`config.mk`:
```
export PLATFORM = sky130hd
export DESIGN_NAME = micro_sequencer_flat
export DESIGN_NICKNAME = d
export VERILOG_FILES = /design/src/rtl/micro_sequencer_if.sv /design/src/rtl/micro_sequencer.sv /design/src/flat_wrapper.sv
export SDC_FILE = /design/constraint.sdc
export NUM_CORES = 1
export LEC_CHECK = 0
export ABC_CLOCK_PERIOD_IN_PS = 5100
export CAP_MARGIN = 20
export CORE_ASPECT_RATIO = 0.75
export CORE_UTILIZATION = 41
export CTS_CLUSTER_SIZE = 40
export DETAILED_ROUTE_END_ITERATION = 10
export PLACE_DENSITY = 0.85
export SYNTH_ARGS = -nofsm -noshare
export SYNTH_HDL_FRONTEND = slang
export SYNTH_SLANG_ARGS = --single-unit
```
`constraint.sdc`:
```
create_clock -name i_CLK -period 5.1 [get_ports i_CLK]
set_clock_uncertainty 0.15 [all_clocks]
set_input_delay 1.02 -clock i_CLK [delete_from_list [all_inputs] [get_ports i_CLK]]
set_output_delay 1.02 -clock i_CLK [all_outputs]
set_load 0.1 [all_outputs]
```
`src/rtl/micro_sequencer_if.sv`:
```
// Control-store read port and datapath condition bundle for the LC-3 micro-sequencer.
// master = sequencer side; slave = control store / datapath side.
interface micro_sequencer_if #(
  parameter int AddrBusSize = 6,
  parameter int ElementSize = 52
);
  logic                   i_halt;
  logic [ElementSize-1:0] i_ctrl_word;
  logic [3:0]             i_ir_op;
  logic                   i_ir11;
  logic                   i_ben;
  logic                   i_mem_ready;
  logic                   i_psr15;
  logic                   i_int;
  logic                   i_acv;
  logic                   o_read_en;
  logic [AddrBusSize-1:0] o_read_addr;
  logic [31:0]            o_ucycles;

  modport master (
    input  i_halt, i_ctrl_word, i_ir_op, i_ir11, i_ben, i_mem_ready,
           i_psr15, i_int, i_acv,
    output o_read_en, o_read_addr, o_ucycles
  );

  modport slave (
    output i_halt, i_ctrl_word, i_ir_op, i_ir11, i_ben, i_mem_ready,
           i_psr15, i_int, i_acv,
    input  o_read_en, o_read_addr, o_ucycles
  );
endinterface

```
`src/rtl/micro_sequencer.sv`:
```
// LC-3 micro-sequencer: micro-address register plus IRD/COND/J next-state select.
// Define MICROSEQ_INT_EN to enable the privilege/interrupt/ACV branch conditions.
module micro_sequencer #(
  parameter int AddrBusSize = 6,
  parameter int ElementSize = 52,
  parameter int RESET_STATE = 18,
  parameter int IRD_BIT     = 51,
  parameter int COND_LSB    = 48,
  parameter int J_LSB       = 42
) (
  input  logic                 i_CLK,
  input  logic                 i_RST,
  micro_sequencer_if.master    bus
);

  logic [AddrBusSize-1:0] state;
  logic                   read_en;
  logic [31:0]            ucycles;

  logic                   ird;
  logic [2:0]             cond;
  logic [5:0]             j_field;
  logic [5:0]             set_mask;
  logic [AddrBusSize-1:0] next_addr;

  assign ird     = bus.i_ctrl_word[IRD_BIT];
  assign cond    = bus.i_ctrl_word[COND_LSB +: 3];
  assign j_field = bus.i_ctrl_word[J_LSB +: 6];

  // Conditions only ever OR a single bit into J; a bit already set stays set.
  always_comb begin
    set_mask = 6'b0;
    case (cond)
      3'b001: set_mask[1] = bus.i_mem_ready;
      3'b010: set_mask[2] = bus.i_ben;
      3'b011: set_mask[0] = bus.i_ir11;
`ifdef MICROSEQ_INT_EN
      3'b100: set_mask[3] = bus.i_psr15;
      3'b101: set_mask[4] = bus.i_int;
      3'b110: set_mask[5] = bus.i_acv;
`endif
      default: set_mask = 6'b0;
    endcase

    if (ird) begin
      next_addr = AddrBusSize'({2'b00, bus.i_ir_op});
    end else begin
      next_addr = AddrBusSize'(j_field | set_mask);
    end
  end

  // read_en is low for exactly one cycle after reset; state is frozen that cycle.
  always_ff @(posedge i_CLK) begin
    if (i_RST) begin
      state   <= AddrBusSize'(RESET_STATE);
      read_en <= 1'b0;
      ucycles <= 32'd0;
    end else begin
      read_en <= 1'b1;
      if (read_en && !bus.i_halt) begin
        state   <= next_addr;
        ucycles <= ucycles + 32'd1;
      end
    end
  end

  assign bus.o_read_addr = state;
  assign bus.o_read_en   = read_en;
  assign bus.o_ucycles   = ucycles;

  logic unused_bits;
`ifdef MICROSEQ_INT_EN
  assign unused_bits = &{1'b0, bus.i_ctrl_word[J_LSB-1:0]};
`else
  assign unused_bits = &{1'b0, bus.i_ctrl_word[J_LSB-1:0],
                         bus.i_psr15, bus.i_int, bus.i_acv};
`endif

endmodule
```
`src/flat_wrapper.sv`:
```
// flat-port wrapper written by rule: the top's interface ports become plain ports
module micro_sequencer_flat 
#(
  parameter int AddrBusSize = 6,
  parameter int ElementSize = 52,
  parameter int RESET_STATE = 18,
  parameter int IRD_BIT     = 51,
  parameter int COND_LSB    = 48,
  parameter int J_LSB       = 42
)
  (i_CLK, i_RST, bus_i_halt, bus_i_ctrl_word, bus_i_ir_op, bus_i_ir11, bus_i_ben, bus_i_mem_ready, bus_i_psr15, bus_i_int, bus_i_acv, bus_o_read_en, bus_o_read_addr, bus_o_ucycles);
  micro_sequencer_if #(.AddrBusSize(AddrBusSize), .ElementSize(ElementSize)) bus_i ();
  input  logic i_CLK;
  input  logic i_RST;
  input wire logic [$bits(bus_i.i_halt)-1:0] bus_i_halt;
  input wire logic [$bits(bus_i.i_ctrl_word)-1:0] bus_i_ctrl_word;
  input wire logic [$bits(bus_i.i_ir_op)-1:0] bus_i_ir_op;
  input wire logic [$bits(bus_i.i_ir11)-1:0] bus_i_ir11;
  input wire logic [$bits(bus_i.i_ben)-1:0] bus_i_ben;
  input wire logic [$bits(bus_i.i_mem_ready)-1:0] bus_i_mem_ready;
  input wire logic [$bits(bus_i.i_psr15)-1:0] bus_i_psr15;
  input wire logic [$bits(bus_i.i_int)-1:0] bus_i_int;
  input wire logic [$bits(bus_i.i_acv)-1:0] bus_i_acv;
  output wire logic [$bits(bus_i.o_read_en)-1:0] bus_o_read_en;
  output wire logic [$bits(bus_i.o_read_addr)-1:0] bus_o_read_addr;
  output wire logic [$bits(bus_i.o_ucycles)-1:0] bus_o_ucycles;
  assign bus_i.i_halt = bus_i_halt;
  assign bus_i.i_ctrl_word = bus_i_ctrl_word;
  assign bus_i.i_ir_op = bus_i_ir_op;
  assign bus_i.i_ir11 = bus_i_ir11;
  assign bus_i.i_ben = bus_i_ben;
  assign bus_i.i_mem_ready = bus_i_mem_ready;
  assign bus_i.i_psr15 = bus_i_psr15;
  assign bus_i.i_int = bus_i_int;
  assign bus_i.i_acv = bus_i_acv;
  assign bus_o_read_en = bus_i.o_read_en;
  assign bus_o_read_addr = bus_i.o_read_addr;
  assign bus_o_ucycles = bus_i.o_ucycles;
  micro_sequencer #(.AddrBusSize(AddrBusSize), .ElementSize(ElementSize), .RESET_STATE(RESET_STATE), .IRD_BIT(IRD_BIT), .COND_LSB(COND_LSB), .J_LSB(J_LSB)) u_core (.i_CLK(i_CLK), .i_RST(i_RST), .bus(bus_i));
endmodule
```
---- Word-level counts from Yosys, hierarchy flattened ----
Cells that the tools add are included.
word-level totals
  flip-flop bits (word level) ............. 39
  output and inout bits ................... 39
  bits of input ports ..................... 65
  word-level logic and storage cells ...... 15
operators by class
  multiplexer cells ....................... 5
  bitwise gates (word level) .............. 1
  reduce and logical (&&, ||, !) cells .... 2
  equality and inequality tests ........... 3
  $add $sub $neg .......................... 1
operators with widths
  kind                   number
  $add 32x1->32 const B  1
  $eq 3x2->1 const B     2
  $mux 6                 1
  $or 6x3->6             1
  $mux 1                 4
  $eq 3x1->1 const B     1
  $logic_and 1x1->1      1
  $logic_not 1->1        1

---- Depth between registers and ports, before layout ----
Gate-level depths: netlist of the first run.
  depth in word-level cells ............... 4
  mapped depth ............................ 7

---- Worst setup path after synthesis of the first run ----
No wires, ideal clock.
  path type ............................... register to register
  start point ............................. reg u_core.ucycles[5], in the netlist u_core.bus.o_ucycles[5]
  end point ............................... reg u_core.ucycles[27], in the netlist u_core.bus.o_ucycles[27]
  required time ........................... 4.829 ns
  slack ................................... 2.175 ns
  clock period less this slack ............ 2.925 ns
  stages on the path, launching flop included .. 7
  library setup time ...................... 0.121 ns
  arrival ................................. 2.655 ns
  cells stage by stage .................... dfxtp_1 -> nand3_2 -> or4_1 -> buf_2 -> buf_6 -> nor4_1 -> mux2_2
on the way
  word-level cells in the longest chain between the ends .. 1
RTL lines
  what                    line                   RTL
  start, declared         micro_sequencer.sv:18  logic [31:0] ucycles;
  start signal, assigned  micro_sequencer.sv:62  ucycles <= ucycles + 32'd1;
  $add 32x1->32           micro_sequencer.sv:62
Every way passes these cells.
A chain may end at the register's enable or synchronous reset.

---- Worst setup path in the final report of the first run ----
  start point ............................. reg u_core.ucycles[7], in the netlist u_core.bus.o_ucycles[7]
  end point ............................... out bus_o_ucycles[7]
RTL lines
  what           line                RTL
  end, declared  flat_wrapper.sv:26  output wire logic [$bits(bus_i.o_ucycles)-1:0] bus_o_ucycles;
No word-level cell between the ends.

==> run summary, run 1 <==
hold_buf cts -> 0
nets@finish -> 336
DRC violations left -> 0
cell taking the most area after synthesis -> dfxtp_1
Slew @ Worst Pin -> 984.3 ps
clock buffer count from CTS -> 5
Syn Inst Count -> 217
layout cell share with drive strength beyond 1 -> 0.05166
Synth Flop Type -> dfxtp_1
Sink Count -> 39
number of DRC markers in iteration 0 -> 78
synthesized flop and latch total -> 39
status -> completed
Setup WS pre-CTS -> 1819 ps
die area -> 0.004820 mm²
area fraction of the dominant cell type after synthesis -> 0.4191
Longest Clk Path Bufs -> 2
DPL Wire Length -> 3.380 mm
worst hold stages -> 2
CTS Root Cell -> clkbuf_8
crit path from -> u_core.bus.o_ucycles[7]$_SDFFE_PP0P_
Layout area overhead -> 38.48%
RSZ-0062 raised after global routing -> no
synthesized area -> 0.001863 mm²
Worst setup SP type -> flip-flop
Netlist cell types -> 39
total I/O pin count -> 104
FF-to-FF path depth -> 4
launch point of the worst reg-to-reg path -> u_core.bus.o_ucycles[4]$_SDFFE_PP0P_
Seq. cell area -> 780.7 µm²
drt wl/cell -> 14.33 µm
final worst slack -> 1989 ps
CP Class -> reg -> out
Filler cells -> 393
Synth Area per Inst -> 8.585 µm²
row cnt -> 20
gr usage total -> 0.2086
ranking of synthesized cells by area -> dfxtp_1 42%, a21oi_1 5.6%, or4_1 5.2%, o31ai_1 4.8%, nand2_1 4.0%
Vias -> 1,847
Crit path max-delay family -> buffers and inverters
htree depth -> 2
initial antenna violation count -> 0
required time of the critical path -> 3930 ps
Syn. warnings -> 0
antenna cells -> 0
Worst-path clk slew -> 80 ps
Tcrit/Tclk final -> 0.6100
max-slew violation count -> 0
DR pass1 iterations -> 4
Die X -> 79.84 µm
commonest non-fill, non-tap cell in the layout -> clkdlybuf4s50_1
critical path endpoint -> bus_o_ucycles[7]
CTS tree -> built
Initial Util -> 0.4432
Worst Setup End Kind -> output port
Seq/Total Area, Yosys -> 0.4191
Skew-Pair Late Insertion Delay -> 290 ps
Max Clk Rate -> 321.5 MHz
routability congestion estimate -> 0.7800
CP Depth -> 1
routed wire length -> 4.673 mm
DIE HEIGHT -> 60.38 µm
grt total ovfl -> 0
Setup Viol. Count Final -> 0
WP data arrival -> 1940 ps
Core Region -> 0.004204 mm²
Resized cells post-CTS -> 0
Leak -> 0.8318 nW
Slowest-stage cell, CP -> clkdlybuf4s50_1
maxcap violations -> 0
RR Endpoint -> u_core.bus.o_ucycles[31]$_SDFFE_PP0P_
Peak supply drop -> 0.0001636 V
PortBufs -> 58
min cycle time layout -> 3111 ps
postcts setup bufs -> 0
r2r setup slk -> 2590 ps
CP Cell Sequence -> clkdlybuf4s50_1
vias in the first global route -> 1,694
Post-synth EDFFs -> 0
first-pass GRT wire length -> 7.741 mm
syn_nets -> 283
Rel. slew slack -> 0.3418
Total Power -> 649.1 µW
worst-path fanout max -> 7
asr flop ratio synth -> 0
fin util -> 0.6137
Worst Path Buf+Inv -> 1
largest net degree at the start of global routing -> 39
Vias/cell -> 5.666
Setup TNS Final -> 0 ps
P per Cell Area -> 251.6 mW/mm²
hold crit path type -> reg -> reg
Final Hold Vio Count -> 0
most frequent cells in the layout -> 58 x clkdlybuf4s50_1, 39 x dfxtp_1, 21 x a21oi_1
delay of the slowest critical-path stage -> 1190 ps
Routed Antenna Nets -> 0
Multi-input gate area -> 0.001013 mm²
==> sequential cells by signal (all words and copies together), names as in the netlist <==
signal and count:
u_core.bus.o_read_addr 6, u_core.bus.o_ucycles 32, u_core.bus.o_read_en 1
==> layout make-up <==
cell class | instances | share of cell area
multi-input cells | 162 | 0.3928
flip-flops and latches | 39 | 0.3026
repair buffers | 59 | 0.2279
clock buffers | 6 | 0.03201
well taps | 55 | 0.02667
clock inverters | 2 | 0.01358
inverters | 3 | 0.004365
==> worst register-to-register path: stages, from the launching register on <==
cell	delay (ps)
dfxtp_1	450
nand3_2	160
or4_1	890
nor4_1	400
mux2_2	370
==> synth_stat cells (all sizes together), types with 2 or more instances <==
| master | instances |
|---|---|
| o21ai | 4 |
| o311ai | 3 |
| nand2b | 4 |
| or3 | 4 |
| mux2 | 2 |
| nor4bb | 2 |
| or4 | 13 |
| buf | 3 |
| o31ai | 12 |
| a21oi | 21 |
| nand3b | 2 |
| nand3 | 11 |
| or4b | 2 |
| inv | 3 |
| nor4 | 5 |
| nand2 | 20 |
| and2 | 2 |
| nor2 | 14 |
| and4b | 2 |
| xnor2 | 5 |
| and3 | 5 |
| xor2 | 6 |
| nor2b | 3 |
| clkbuf | 10 |
| dfxtp | 39 |
| nand4 | 10 |
==> kinds of logic (layout without fill, tap and decap cells) <==
family	count (synthesis)	count (layout)	share of synthesized area
adder cells (fa/ha/maj)	1	1	0.006715
buffers and inverters	16	70	0.03693
XOR/XNOR	11	11	0.05171
flip-flops	39	39	0.4191
AND/OR/NAND/NOR	103	103	0.3210
multiplexers	3	3	0.01746
AO/OA/AOI/OAI	44	44	0.1471
==> power by group <==
group	internal [mW]	switching (mW)	leakage (nW)	total (mW)
clock	0.158	0.107	0.0612	0.266
combinational	0.0257	0.0458	0.455	0.0715
sequential	0.308	0.00346	0.316	0.312
==> per-layer routing <==
metal  track usage  vias to the layer above  routed length, µm
met2        0.3516                       60               2241
met5             0                        -                  0
met1        0.2669                      865               2107
met3       0.05414                        2                303
met4       0.06378                        0                 19
li1              -                      920                  -
==> worst min-delay path by stage <==
| stage | endpoint | slack [ps] | start |
|---|---|---|---|
| 3_3_place_gp | u_core.bus.o_read_addr[5]$_SDFFE_PP0P_ | 290 | u_core.bus.o_read_addr[5]$_SDFFE_PP0P_ |
| 6_report | u_core.bus.o_read_addr[2]$_SDFFE_PP0P_ | 310 | u_core.bus.o_read_addr[2]$_SDFFE_PP0P_ |
| 5_1_grt | u_core.bus.o_read_addr[0]$_SDFFE_PP0P_ | 350 | u_core.bus.o_read_addr[0]$_SDFFE_PP0P_ |
| 3_5_place_dp | u_core.bus.o_read_addr[2]$_SDFFE_PP0P_ | 300 | u_core.bus.o_read_addr[2]$_SDFFE_PP0P_ |
| 4_1_cts | u_core.bus.o_read_addr[2]$_SDFFE_PP0P_ | 310 | u_core.bus.o_read_addr[2]$_SDFFE_PP0P_ |
| 2_1_floorplan | u_core.bus.o_read_addr[5]$_SDFFE_PP0P_ | 730 | u_core.bus.o_read_addr[5]$_SDFFE_PP0P_ |
==> stage by stage <==
step	hold WS [ps]	cells	cell area, µm²
floorplan	732.2	217	1863
global placement	291.8	318	2462
detailed placement	296.1	318	2462
CTS	307.0	326	2580
global route	346.4	326	2580
finish	309.4	326	2580
Power figures use the tool's default switching activity.
==> run 2, diff against run 1 <==
- ABC_CLOCK_PERIOD_IN_PS: 5100 -> 2660
- CORE_UTILIZATION: 41 -> 35
- PLACE_DENSITY: 0.85 -> 0.77
- clock period: 5.1 -> 2.66 ns (I/O delays scaled with it)
==> run summary, run 2 (same netlist as run 1, synthesis figures left out) <==
Tcrit/Tclk final -> 0.8553
Worst-path clk slew -> 70 ps (was 80 ps)
first-pass GRT wire length -> 7.355 mm (was 7.741 mm)
grt total ovfl -> 0 (unchanged)
largest net degree at the start of global routing -> 25 (was 39)
Slew @ Worst Pin -> 492.4 ps (was 984.3 ps)
CTS Root Cell -> clkbuf_8 (unchanged)
hold crit path type -> reg -> reg (unchanged)
Worst Setup End Kind -> flip-flop (was output port)
max FFs per register -> 32 (unchanged)
CTS tree -> built (unchanged)
status -> completed (unchanged)
DIE HEIGHT -> 65.19 µm (was 60.38 µm)
fin util -> 0.5125 (was 0.6137)
DPL Wire Length -> 3.320 mm (was 3.380 mm)
Peak supply drop -> 0.0002709 V (was 0.0001636 V)
vias in the first global route -> 1,592 (was 1,694)
Worst setup SP type -> input pin (was flip-flop)
CP Class -> in -> reg (was reg -> out)
number of DRC markers in iteration 0 -> 77 (was 78)
Core Region -> 0.005010 mm² (was 0.004204 mm²)
Sink Count -> 39 (unchanged)
Leak -> 0.9438 nW (was 0.8318 nW)
Resized cells post-CTS -> 0 (unchanged)
max-slew violation count -> 0 (unchanged)
Vias -> 1,833 (was 1,847)
Setup TNS Final -> 0 ps (unchanged)
required time of the critical path -> 2730 ps (was 3930 ps)
commonest non-fill, non-tap cell in the layout -> buf_4 (was clkdlybuf4s50_1)
maxcap violations -> 0 (unchanged)
worst-path fanout max -> 5 (was 7)
antenna cells -> 0 (unchanged)
P per Cell Area -> 457.4 mW/mm² (was 251.6 mW/mm²)
Final Hold Vio Count -> 0 (unchanged)
Initial Util -> 0.3719 (was 0.4432)
min cycle time layout -> 2275 ps
postcts setup bufs -> 0 (unchanged)
WP data arrival -> 2350 ps (was 1940 ps)
Skew-Pair Late Insertion Delay -> 290 ps (about the same)
drt wl/cell -> 12.77 µm (was 14.33 µm)
routed wire length -> 4.482 mm (was 4.673 mm)
die area -> 0.005622 mm² (was 0.004820 mm²)
most frequent cells in the layout -> 48 x buf_4, 22 x dfxtp_1, 21 x a21oi_1 (was 58 x clkdlybuf4s50_1, 39 x dfxtp_1, 21 x a21oi_1)
Setup Viol. Count Final -> 0 (unchanged)
hold_buf cts -> 0 (unchanged)
total I/O pin count -> 104 (unchanged)
Longest Clk Path Bufs -> 2 (unchanged)
layout cell share with drive strength beyond 1 -> 0.2760 (was 0.05166)
Die X -> 86.25 µm (was 79.84 µm)
Rel. slew slack -> 0.6707 (was 0.3418)
htree depth -> 2 (unchanged)
row cnt -> 22 (was 20)
Routed Antenna Nets -> 0 (unchanged)
gr usage total -> 0.1669 (was 0.2086)
DR pass1 iterations -> 4 (unchanged)
Max Clk Rate -> 439.6 MHz
clock buffer count from CTS -> 5 (unchanged)
RSZ-0062 raised after global routing -> no (unchanged)
initial antenna violation count -> 0 (unchanged)
PortBufs -> 58 (unchanged)
Vias/cell -> 5.222 (was 5.666)
routability congestion estimate -> 0.7910 (was 0.7800)
DRC violations left -> 0 (unchanged)
nets@finish -> 344 (was 336)
Layout area overhead -> 37.81% (was 38.48%)
## run 2: cell types whose count changed in the layout (fill, tap and decap cells not counted), sizes merged
cell / previous run / this run
buf: 1 / 48
clkdlybuf4s50: 58 / 19
clkbuf: 6 / 8
bufinv: 1 / 0
clkinv: 1 / 0
## run 2: cell type report
cell class | count | area [µm²]
clock buffers | 8 | 100.1
repair buffers | 67 | 550.5
flip-flops and latches | 39 | 802.0
well taps | 72 | 90.09
multi-input cells | 162 | 1013
inverters | 3 | 11.26
fillers | 479 | 2442
## run 2: power by group
group | leakage [nW] | internal [mW] | switching [mW]
clock network | 0.0515 | 0.237 | 0.202
registers | 0.324 | 0.592 | 0.00636
logic | 0.569 | 0.0495 | 0.0875
## run 2: path summary, 6_finish.rpt
check / slack, ps / from / to / cells past startpoint
min: 310 / u_core.bus.o_read_addr[5]$_SDFFE_PP0P_ / u_core.bus.o_read_addr[5]$_SDFFE_PP0P_ / 2
min reg2reg: 310 / u_core.bus.o_read_addr[5]$_SDFFE_PP0P_ / u_core.bus.o_read_addr[5]$_SDFFE_PP0P_ / 2
max reg2reg: 450 / u_core.bus.o_ucycles[5]$_SDFFE_PP0P_ / u_core.bus.o_ucycles[31]$_SDFFE_PP0P_ / 5
max: 380 / bus_i_halt / u_core.bus.o_ucycles[13]$_SDFFE_PP0P_ / 5
## run 2: critical path, cell delays in order
cell             delay, ps
clkdlybuf4s50_1        460
nand4b_1               260
nor3_1                 320
or4b_2                 630
a21oi_1                150
## run 2: routing by layer
layer / share of wire / track usage
met5: 0 / 0
met4: 0.0054 / 0.05000
met3: 0.050 / 0.04146
met2: 0.45 / 0.2639
met1: 0.50 / 0.2248
## run 2: metrics by stage
stage	cell area [µm²]	setup slack (ps)	power (mW)	std cells	hold slack [ps]
2_1_floorplan	1884	105.7	0.6957	217	543.3
3_3_place_gp	2467	136.7	0.7482	343	290.6
3_5_place_dp	2467	76.57	0.7493	343	295.2
4_1_cts	2567	383.1	1.187	351	305.7
5_1_grt	2567	240.2	1.215	351	346.9
6_report	2567	385.0	1.174	351	306.6
==> run 3, diff against run 2 <==
- ABC_AREA: unset -> 1
- CORE_UTILIZATION: 35 -> 36
- PLACE_DENSITY: 0.77 -> 0.76
==> run summary, run 3 <==
status -> completed (unchanged)
routed wire length -> 5.051 mm (was 4.482 mm)
Synth Area per Inst -> 6.652 µm² (was 8.585 µm²)
CP Class -> in -> reg (unchanged)
Skew-Pair Late Insertion Delay -> 290 ps (about the same)
maxcap violations -> 0 (unchanged)
syn_nets -> 379 (was 283)
layout cell share with drive strength beyond 1 -> 0.1867 (was 0.2760)
Syn. warnings -> 0 (unchanged)
Net Sw Power -> 295.0 µW (was 296.2 µW)
initial antenna violation count -> 0 (unchanged)
commonest cells in the netlist -> 64 x nand2_1, 56 x nor2_1, 45 x inv_1 (was 39 x dfxtp_1, 21 x a21oi_1, 20 x nand2_1)
PortBufs -> 58 (unchanged)
DIE HEIGHT -> 67.86 µm (was 65.19 µm)
dpl cells -> 444 (was 343)
post-route cell area -> 0.002728 mm² (was 0.002567 mm²)
WP data arrival -> 1970 ps (was 2350 ps)
Tcrit/Tclk final -> 0.7269 (was 0.8553)
Netlist cell types -> 33 (was 39)
P_int -> 816.7 µW (was 878.0 µW)
routability congestion estimate -> 0.8141 (was 0.7910)
Routed Antenna Nets -> 0 (unchanged)
DR pass1 iterations -> 5 (was 4)
Max Clk Rate -> 517.2 MHz (was 439.6 MHz)
first-pass GRT wire length -> 8.763 mm (was 7.355 mm)
clock buffer count from CTS -> 5 (unchanged)
Slew @ Worst Pin -> 695.6 ps (was 492.4 ps)
Post-synth EDFFs -> 0 (unchanged)
P per Cell Area -> 407.6 mW/mm² (was 457.4 mW/mm²)
DPL Wire Length -> 3.817 mm (was 3.320 mm)
vias in the first global route -> 1,952 (was 1,592)
Vias/cell -> 4.696 (was 5.222)
Syn Inst Count -> 313 (was 217)
Worst Path Buf+Inv -> 3 (was 1)
total I/O pin count -> 104 (unchanged)
Core Region -> 0.005468 mm² (was 0.005010 mm²)
hold crit path type -> reg -> reg (unchanged)
max FFs per register -> 32 (unchanged)
Worst Min Path Start -> u_core.bus.o_read_addr[4]$_SDFFE_PP1P_ (was u_core.bus.o_read_addr[5]$_SDFFE_PP0P_)
Worst Setup End Kind -> flip-flop (unchanged)
ranking of synthesized cells by area -> dfxtp_1 38%, nand2_1 12%, nor2_1 10%, inv_1 8.1%, a21oi_1 5.0% (was dfxtp_1 42%, a21oi_1 5.6%, or4_1 5.2%, o31ai_1 4.8%, nand2_1 4.0%)
RR Endpoint -> u_core.bus.o_ucycles[28]$_SDFFE_PP0P_ (was u_core.bus.o_ucycles[31]$_SDFFE_PP0P_)
Setup WS pre-CTS -> 428.2 ps (was 76.57 ps)
fin cells -> 450 (was 351)
die area -> 0.006095 mm² (was 0.005622 mm²)
postcts setup bufs -> 0 (unchanged)
Total Power -> 1.112 mW (was 1.174 mW)
Rel. slew slack -> 0.5358 (was 0.6707)
synthesized area -> 0.002082 mm² (was 0.001863 mm²)
asr flop ratio synth -> 0 (unchanged)
Slowest-stage cell, CP -> clkdlybuf4s50_1 (was or4b_2)
worst-path fanout max -> 11 (was 5)
Worst setup SP type -> input pin (unchanged)
count leader, synth -> nand2_1 (was dfxtp_1)
antenna cells -> 0 (unchanged)
clock power share -> 0.329 (was 0.374)
grt total ovfl -> 0 (unchanged)
htree depth -> 2 (unchanged)
Seq/Total Area, Yosys -> 0.3750 (was 0.4191)
FF-to-FF path depth -> 9 (was 5)
Worst-path clk slew -> 70 ps (about the same)
RSZ-0062 raised after global routing -> no (unchanged)
switching share of total power -> 0.2654 (was 0.2523)
drt wl/cell -> 11.22 µm (was 12.77 µm)
Longest Clk Path Bufs -> 2 (unchanged)
Seq pwr share -> 0.538 (was 0.509)
Setup TNS Final -> 0 ps (unchanged)
area fraction of the dominant cell type after synthesis -> 0.3750 (was 0.4191)
hold endpoint -> u_core.bus.o_read_addr[4]$_SDFFE_PP1P_ (was u_core.bus.o_read_addr[5]$_SDFFE_PP0P_)
required time of the critical path -> 2700 ps (was 2730 ps)
Leak -> 1.149 nW (was 0.9438 nW)
Resized cells post-CTS -> 0 (unchanged)
row cnt -> 23 (was 22)
Layout area overhead -> 31.01% (was 37.81%)
gr usage total -> 0.1819 (was 0.1669)
commonest non-fill, non-tap cell in the layout -> nand2_1 (was buf_4)
Final Hold Vio Count -> 0 (unchanged)
Initial Util -> 0.3808 (was 0.3719)
Hold WS -> 317.3 ps (was 306.6 ps)
Placed Instance Area -> 0.002655 mm² (was 0.002467 mm²)
hold_buf cts -> 0 (unchanged)
Filler cells -> 570 (was 479)
final worst slack -> 726.4 ps (was 385.0 ps)
DRC violations left -> 0 (unchanged)
power share of the combinational group -> 0.133 (was 0.117)
r2r setup slk -> 960 ps (was 450 ps)
number of DRC markers in iteration 0 -> 116 (was 77)
min cycle time layout -> 1934 ps (was 2275 ps)
nets@finish -> 442 (was 344)
largest net degree at the start of global routing -> 23 (was 25)
CP Cell Sequence -> clkdlybuf4s50_1 > inv_2 > nand2_2 > inv_2 > nand2_2 > nor2_4 > nand3_2 > o21ai_0 > nor2_1 (was clkdlybuf4s50_1 > nand4b_1 > nor3_1 > or4b_2 > a21oi_1)
delay of the slowest critical-path stage -> 410 ps (was 630 ps)
launch point of the worst reg-to-reg path -> u_core.bus.o_ucycles[1]$_SDFFE_PP0P_ (was u_core.bus.o_ucycles[5]$_SDFFE_PP0P_)
fin util -> 0.4989 (was 0.5125)
Die X -> 89.81 µm (was 86.25 µm)
CTS tree -> built (unchanged)
worst hold stages -> 2 (unchanged)
Vias -> 2,113 (was 1,833)
Setup Viol. Count Final -> 0 (unchanged)
synthesized flop and latch total -> 39 (unchanged)
Peak supply drop -> 0.0001609 V (was 0.0002709 V)
Synth Flop Type -> dfxtp_1 (unchanged)
max-slew violation count -> 0 (unchanged)
Crit path max-delay family -> simple AND/OR/NAND/NOR gates (unchanged)
most frequent cells in the layout -> 64 x nand2_1, 56 x nor2_1, 45 x inv_1 (was 48 x buf_4, 22 x dfxtp_1, 21 x a21oi_1)
cell taking the most area after synthesis -> dfxtp_1 (unchanged)
Sink Count -> 39 (unchanged)
CTS Root Cell -> clkbuf_8 (unchanged)
run 3: changes by cell type after synthesis, moves of 5 or more:
cell / before / now
clkbuf_1: 10 / 2
nor2_1: 14 / 56
inv_1: 3 / 45
o31ai_1: 12 / 1
nor4_1: 5 / 0
nand3_1: 10 / 19
or4_1: 13 / 0
nor2_4: 0 / 6
nand2_1: 20 / 64
o21ai_0: 4 / 11
nand2_2: 0 / 6
xor2_1: 6 / 1
run 3: logic make-up after synthesis:
family | count (synthesis) | share of synthesized area
and+or+nand+nor | 174 | 0.3936
buffers and inverters | 53 | 0.1010
AOI/OAI and AO/OA | 43 | 0.1118
DFF | 39 | 0.3750
xor gates and xnor gates | 3 | 0.01262
adders and majority gates | 1 | 0.006009
run 3: worst max-delay path by stage:
stage	from	to	slack (ps)	depth (start not counted)
finish	bus_i_halt	u_core.bus.o_ucycles[27]$_SDFFE_PP0P_	730	9
global route	bus_i_halt	u_core.bus.o_ucycles[13]$_SDFFE_PP0P_	610	9
CTS	bus_i_halt	u_core.bus.o_ucycles[21]$_SDFFE_PP0P_	740	9
detailed placement	bus_i_halt	u_core.bus.o_ucycles[21]$_SDFFE_PP0P_	430	9
global placement	bus_i_halt	u_core.bus.o_ucycles[21]$_SDFFE_PP0P_	450	9
floorplan	u_core.bus.o_ucycles[1]$_SDFFE_PP0P_	u_core.bus.o_ucycles[16]$_SDFFE_PP0P_	310	8
run 3: worst register-to-register path, delay by kind of cell, from the launching register on:
kind          cells  cell delay, ps
simple gates      8             900
fa+ha+maj         1             200
flops             1             400
run 3: layer usage:
| metal | GRT usage | share of wire | vias up |
|---|---|---|---|
| li1 | - | - | 1120 |
| met1 | 0.2328 | 0.49 | 933 |
| met2 | 0.2971 | 0.43 | 58 |
| met3 | 0.06444 | 0.072 | 2 |
| met4 | 0.04303 | 0.0038 | 0 |
| met5 | 0 | 0 | - |
run 3: power by group through the flow:
stage | sequential, mW | clock [mW] | combinational, mW
final | 0.598 | 0.366 | 0.148
after global routing | 0.599 | 0.411 | 0.157
after global placement | 0.611 | 0 | 0.147
after detailed placement | 0.611 | 0 | 0.149
after CTS | 0.598 | 0.379 | 0.149
after floorplan | 0.671 | 0 | 0.0336
run 3: cell type report:
class                      instances  area [µm²]  share of cell area
multi-input combinational        221        1091              0.4000
clock buffer                       6       72.57             0.02661
inverter                          47       176.4             0.06468
tap                               75       93.84             0.03440
timing repair buffer              62       513.0              0.1881
sequential                        39       780.7              0.2862
